===== src/rtl/airi5c_hasti_initiator.sv =====
// AHB-Lite (HASTI) bus master that turns a valid/ready command into single NONSEQ transfers.
// One transfer is in flight at a time; wait states, ERROR responses and a data-phase timeout are handled.
module airi5c_hasti_initiator #(
  parameter int unsigned TIMEOUT_CYCLES = 255,
  parameter logic [3:0]  HPROT_VAL      = 4'b0011
) (
  input  logic        clk,
  input  logic        nreset,
  input  logic        cmd_valid,
  output logic        cmd_ready,
  input  logic        cmd_write,
  input  logic [31:0] cmd_addr,
  input  logic [2:0]  cmd_size,
  input  logic [31:0] cmd_wdata,
  output logic        rsp_valid,
  output logic [31:0] rsp_rdata,
  output logic        rsp_error,
  output logic        rsp_timeout,
  output logic [31:0] haddr,
  output logic        hwrite,
  output logic [2:0]  hsize,
  output logic [2:0]  hburst,
  output logic        hmastlock,
  output logic [3:0]  hprot,
  output logic [1:0]  htrans,
  output logic [31:0] hwdata,
  input  logic [31:0] hrdata,
  input  logic        hready,
  input  logic        hresp
);

  localparam logic [1:0] HTRANS_IDLE   = 2'b00;
  localparam logic [1:0] HTRANS_NONSEQ = 2'b10;
  localparam logic [2:0] HBURST_SINGLE = 3'b000;
  localparam int CW = (TIMEOUT_CYCLES > 0) ? $clog2(TIMEOUT_CYCLES + 1) : 1;

  typedef enum logic [1:0] {IDLE, ADDR, DATA} state_t;

  state_t        state_reg, state_next;
  logic [CW-1:0] cnt_reg, cnt_next, cnt_inc;
  logic [31:0]   wdata_reg, wdata_next;
  logic [31:0]   haddr_next, hwdata_next, rsp_rdata_next;
  logic [2:0]    hsize_next;
  logic [1:0]    htrans_next;
  logic          hwrite_next, rsp_valid_next, rsp_error_next, rsp_timeout_next;
  logic          illegal;

  assign hburst    = HBURST_SINGLE;
  assign hmastlock = 1'b0;
  assign hprot     = HPROT_VAL;
  assign cnt_inc   = cnt_reg + CW'(1);
  assign illegal   = (cmd_size > 3'd2) || (cmd_size == 3'd1 && cmd_addr[0]) ||
                     (cmd_size == 3'd2 && cmd_addr[1:0] != 2'b00);

  always_comb begin
    state_next       = state_reg;
    cnt_next         = cnt_reg;
    wdata_next       = wdata_reg;
    haddr_next       = haddr;
    hwrite_next      = hwrite;
    hsize_next       = hsize;
    htrans_next      = htrans;
    hwdata_next      = hwdata;
    rsp_valid_next   = 1'b0;
    rsp_rdata_next   = 32'h0;
    rsp_error_next   = 1'b0;
    rsp_timeout_next = 1'b0;
    cmd_ready        = 1'b0;
    case (state_reg)
      IDLE: begin
        cmd_ready = 1'b1;
        if (cmd_valid) begin
          if (illegal) begin
            rsp_valid_next = 1'b1;
            rsp_error_next = 1'b1;
          end else begin
            haddr_next  = cmd_addr;
            hwrite_next = cmd_write;
            hsize_next  = cmd_size;
            wdata_next  = cmd_wdata;
            htrans_next = HTRANS_NONSEQ;
            state_next  = ADDR;
          end
        end
      end
      ADDR: begin
        if (hready) begin
          htrans_next = HTRANS_IDLE;
          hwdata_next = hwrite ? wdata_reg : 32'h0;
          cnt_next    = '0;
          state_next  = DATA;
        end
      end
      DATA: begin
        if (hready) begin
          rsp_valid_next = 1'b1;
          rsp_error_next = hresp;
          rsp_rdata_next = (hresp || hwrite) ? 32'h0 : hrdata;
          hwdata_next    = 32'h0;
          state_next     = IDLE;
        end else begin
          cnt_next = cnt_inc;
          // Abort on the stalled cycle that brings the count to the limit.
          if (TIMEOUT_CYCLES != 0 && cnt_inc == CW'(TIMEOUT_CYCLES)) begin
            rsp_valid_next   = 1'b1;
            rsp_timeout_next = 1'b1;
            hwdata_next      = 32'h0;
            state_next       = IDLE;
          end
        end
      end
      default: state_next = IDLE;
    endcase
  end

  always_ff @(posedge clk or negedge nreset) begin
    if (!nreset) begin
      state_reg   <= IDLE;
      cnt_reg     <= '0;
      wdata_reg   <= 32'h0;
      haddr       <= 32'h0;
      hwrite      <= 1'b0;
      hsize       <= 3'd0;
      htrans      <= HTRANS_IDLE;
      hwdata      <= 32'h0;
      rsp_valid   <= 1'b0;
      rsp_rdata   <= 32'h0;
      rsp_error   <= 1'b0;
      rsp_timeout <= 1'b0;
    end else begin
      state_reg   <= state_next;
      cnt_reg     <= cnt_next;
      wdata_reg   <= wdata_next;
      haddr       <= haddr_next;
      hwrite      <= hwrite_next;
      hsize       <= hsize_next;
      htrans      <= htrans_next;
      hwdata      <= hwdata_next;
      rsp_valid   <= rsp_valid_next;
      rsp_rdata   <= rsp_rdata_next;
      rsp_error   <= rsp_error_next;
      rsp_timeout <= rsp_timeout_next;
    end
  end

endmodule


===== config.mk =====
export PLATFORM = sky130hd
export DESIGN_NAME = airi5c_hasti_initiator
export DESIGN_NICKNAME = d
export VERILOG_FILES = /design/src/rtl/airi5c_hasti_initiator.sv
export SDC_FILE = /design/constraint.sdc
export NUM_CORES = 1
export LEC_CHECK = 0
export BUFFER_PORTS_ARGS = -buffer_cell sky130_fd_sc_hd__buf_2
export CORE_MARGIN = 5
export CORE_UTILIZATION = 48
export DETAILED_ROUTE_END_ITERATION = 16
export PLACE_DENSITY = 0.81
export SYNTH_ARGS = -nofsm -noshare
export SYNTH_HDL_FRONTEND = slang
export SYNTH_SLANG_ARGS = --single-unit

===== constraint.sdc =====
create_clock -name clk -period 2.45 [get_ports clk]
set_input_delay 0 -clock clk [delete_from_list [all_inputs] [get_ports clk]]
set_output_delay 0 -clock clk [all_outputs]
set_load 0.02 [all_outputs]

Word-level counts from Yosys, hierarchy flattened --
Index checks and enable logic that the tools add are counted.
Storage, ports and cells: bits in registers 147, output and inout bits 114
Cells by class: $add $sub $neg 1, magnitude comparators 1, equality and inequality tests 10, multiplexer cells 31, bitwise logic cells 1, reduce and logical (&&, ||, !) cells 14
Operators with widths (count):
- 32-bit 2-to-1 mux | 7
- 32-bit case mux with 2 select lines | 1
- 2-bit 2-to-1 mux | 8
- 8-bit 2-to-1 mux | 2
- 8-bit case mux with 2 select lines | 1
- 3-bit AND reduction | 3
- 8-bit by 1-bit adder with 8-bit output, second input constant | 1
- 8-bit equality test, second input constant | 1
- 1-bit 2-to-1 mux | 8
- 2-bit != test, second input constant | 4
- 4-bit AND reduction | 2
- 2-bit case mux with 3 select lines | 1
- 2-bit nonzero test | 3
- 1-bit case mux with 2 select lines | 2
- 2-bit case mux with 2 select lines | 1
- 3-bit by 1-bit equality test with 1-bit output, second input constant | 1
- 3-bit by 2-bit equality test with 1-bit output, second input constant | 1
- 3-bit by 2-bit greater-than comparator with 1-bit output, second input constant | 1
- 1-bit logical OR | 3
- 3-bit != test, second input constant | 1
- 2-bit by 1-bit equality test with 1-bit output, second input constant | 1
- 2-bit equality test, second input constant | 1
- 1-bit logical AND | 2
- 2-bit logical NOT | 1
- 1-bit inverter | 1

Longest topological paths before layout --
depth after elaboration 7, mapped depth 8, depth with buffers taken out 7

Worst setup path before layout --
Ideal clock, no wire load.
path type register -> register, from register cnt_reg[1], to register hwdata[0], arrival 1.924 ns, required time 2.329 ns, path slack 0.405 ns, stages on the path, launching flop included 8, buffers on the path 1, period minus slack after synthesis 2.045 ns, cell sequence dfrtp_1 ha_1 nand3_2 or3_1 a32oi_2 a32oi_4 buf_6 a22o_1
Between the ends: cells in the longest elaborated chain, start to end 4
Ends and longest elaborated chain:
- start: declaration | RTL line 40 | logic [CW-1:0] cnt_reg, cnt_next, cnt_inc;
- start signal: assignment | RTL line 132 | cnt_reg <= cnt_next;
- 8-bit by 1-bit adder with 8-bit output | RTL line 51 | assign cnt_inc = cnt_reg + CW'(1);
- 8-bit equality test | RTL line 104 | if (TIMEOUT_CYCLES != 0 && cnt_inc == CW'(TIMEOUT_CYCLES)) begin
- 3-bit != test (no source line)
- 3-bit AND reduction (no source line)
- end signal: assignment | RTL line 138 | hwdata <= hwdata_next;
- end: declaration | RTL line 26 | output logic [31:0] hwdata,
No other way between the ends. A chain may end at the register's enable or synchronous reset.

Final worst setup path --
from register cnt_reg[1], to register hwdata[27]
The elaborated chain is that of the path after synthesis.

==> results.py <==
metrics = {
    "status": {
        "outcome": "completed",
    },
    "critical_path": {
        "max_stage_delay_ns": 0.44,
        "worstSetupPathType": "flip-flop to flip-flop",
        "cp_cell_sequence": "ha_2, nand3_2, or3_1, a32oi_4, a32oi_4, buf_12, a22o_1",
        "arrival_ns": 2.60,
        "cp-end-kind": "flip-flop",
        "cp_slowest_cell": "dfrtp_1",
        "crit_required_ns": 2.74,
        "cp-start-kind": "flip-flop",
        "crit_path_max_fanout": 31,
        "crit_path_frequent_cell": "a32oi_4",
    },
    "detailed_routing": {
        "drtIter0Drc": 207,
        "drc": 0,
        "viasPerCell": 5.13,
        "drtAntennaViolNets": 0,
        "drt_first_pass_iters": 4,
        "wl_per_cell_um": 18.8,
        "vias": 4422,
        "wirelength_um": 16200,
    },
    "sta": {
        "fmax_mhz": 434,
        "maxSlewViolCount": 0,
        "tns_ns": 0,
        "slew_headroom_pct": 38.7,
        "setup_viol": 0,
        "skew_ns": 0.00811,
        "rsz0062_at_grt": "no",
        "whs_ns": 0.0282,
        "hold_viol": 0,
        "min_period_over_period_pct": 94.1,
        "period_minus_slack_ns": 2.31,
        "worst_pin_slew_ns": 0.919,
    },
    "power": {
        "ir_drop_v": 0.000759,
        "power_density_nw_per_um2": 939,
        "leakage_uw": 0.00426,
    },
    "yosys": {
        "yosys.area_share.simple_pct": 8.16,
        "synth_top_area_share_pct": 65.4,
        "synth_edf_count": 0,
        "syn_area_per_cell_um2": 14.2,
        "yosysTopAreaCell": "dfrtp_1",
        "ys_ff_latch": 146,
        "synthCells": 392,
        "ys.flop_type": "dfrtp_1",
        "ys_seq_area_share_pct": 65.4,
        "ys_types": 44,
        "synth_top_family_by_area": "multiplexers",
        "ys_top_cells_by_area": "dfrtp_1 65%, mux2_2 7.7%, mux2_1 5.8%",
        "async_flop_share_pct": 100,
        "synthAdderAreaFrac_pct": 0.448,
        "synth_most_common_cell": "dfrtp_1",
        "synth_area_um2": 5580,
        "synth_compound_area_share_pct": 8.47,
        "synthMuxAreaShare_pct": 13.5,
        "yosysWarnings": 0,
        "synth_xor_area_share_pct": 0.471,
        "synth_common_cells": "146 x dfrtp_1, 38 x mux2_2, 33 x a22o_1, 33 x and2_1, 29 x mux2_1",
    },
    "floorplan": {
        "die_w_um": 118,
        "die_y_um": 118,
        "dieArea_um2": 13900,
        "rows": 39,
        "io_pins": 219,
        "design.core.area_um2": 11400,
        "start_util_pct": 48.9,
    },
    "clock_tree": {
        "cts.path.max_buffers": 2,
        "cts.sinks": 146,
        "htree_levels": 4,
        "ctsRootBufferMaster": "clkbuf_16",
        "cts-buffers-inserted": 17,
        "clock_latency_ns": 0.42,
        "cts_tree": "yes",
        "clk_pin_slew_worst_paths_ns": 0.06,
    },
    "grt": {
        "grt_pass1_vias": 5145,
        "grt_pass1_wl_um": 26600,
        "grt.total_usage_pct": 24.2,
        "antenna_found_initial": 1,
        "overflow": 0,
        "grt_max_degree": 103,
    },
    "placed_design": {
        "port_buffers": 209,
        "dp_hpwl_um": 9370,
        "gp_congestion": 0.909,
    },
    "layout": {
        "post-route-util_pct": 73.9,
        "area_growth_pct": 51.2,
        "drive_gt1_share_pct": 40.8,
        "nNetsFinal": 812,
    },
    "min_path": {
        "hold_class": "input pin to flip-flop",
    },
    "run": {
        "cap_viol_max_count": 0,
    },
}
timing repair:
action                                  4_1_cts  5_1_grt
hold buffers                                104        0
buffers inserted                              0        0
endpoints found under the setup margin        0       31
gates resized for setup                       0        2
hold endpoints to repair                    201        0
metrics by stage:
stage	worst slack (ns)	std cells	instance area, µm²	power (µW)
global route	0.0261	862	8440	8290
CTS	0.104	861	8430	7940
global placement	0.274	725	6770	4990
finish	0.144	862	8440	7930
detailed placement	0.128	725	6770	5090
floorplan	0.405	399	5610	4350
worst paths after layout:
| check | from | endpoint | slack, ns | depth (start not counted) |
|---|---|---|---|---|
| max | cnt_reg[1] | hwdata[27] | 0.14 | 7 |
| min | hready | cnt_reg[4] | 0.03 | 3 |
| max reg2reg | cnt_reg[1] | hwdata[27] | 0.14 | 7 |
| min reg2reg | haddr[15] | haddr[15] | 0.48 | 1 |
| max in group asynchronous | nreset | haddr[16] | 1.45 | 3 |
| min in group asynchronous | nreset | hwdata[15] | 0.25 | 2 |
layout make-up:
class                   instances  area, µm²
flip-flops and latches        146       3650
fillers                       734       2980
repair buffers                320       2180
multi-input cells             219       1800
clock buffers                  19        433
clock inverters                13        186
well taps                     143        179
inverters                       1       3.75
diodes                          1       2.50
placed cells by master, fill, tap and decap left out, types with 2 or more instances in the layout:
cell           Yosys  routed
a21oi_1            7       7
buf_4              9       4
nand3_1            5       4
dfrtp_1          146     146
nand2_1           14      14
a22o_1            33      33
clkinv_2           0       2
nand2b_1           2       2
mux2_1            29      29
xnor2_1            2       2
dlygate4sd3_1      0     104
conb_1             2       9
nor3_1             3       3
and2_1            33      33
or3_1              3       3
a221oi_1           3       3
nor2_1             9       9
nor2b_1            2       2
clkbuf_1          16       2
buf_2              2     208
clkbuf_16          0      17
o21ai_0            3       3
mux2_2            38      38
clkinvlp_4         0       4
a32oi_4            1       2
bufinv_16          0       4
buf_12             0       3
and3_1             3       3
o21ai_1            2       2
clkinv_4           0       3
worst max-delay path: cells and delay by family (launching register included):
family / cells / cell delay (ns)
AO/OA/AOI/OAI: 3 / 0.70
AND/OR/NAND/NOR: 2 / 0.51
flip-flops: 1 / 0.44
adder cells (fa/ha/maj): 1 / 0.29
buffers and inverters: 1 / 0.22
where the power goes:
part           internal (µW)  switching (µW)  leakage, µW
logic                    843            1050      0.00209
clock network           1700            1010     0.000289
registers               2980             349      0.00188
total                   5520            2410      0.00426
metal layers:
layer | up-vias | routed length (µm) | global-route usage [%]
met1 | 2197 | 5760 | 26.2
met5 | - | 0 | 0
li1 | 1986 | - | -
met3 | 51 | 1270 | 8.70
met4 | 0 | 607 | 12.1
met2 | 188 | 8610 | 41.8
cell families (layout without fill, tap and decap cells):
logic type / count (synthesis) / count (layout)
compound gates: 57 / 57
xor+xnor: 3 / 3
fa+ha+maj: 2 / 2
buf+inv: 34 / 353
flops: 146 / 146
mux: 67 / 67
other cells: 2 / 10
simple gates: 81 / 81
Power figures use the tool's default switching activity.
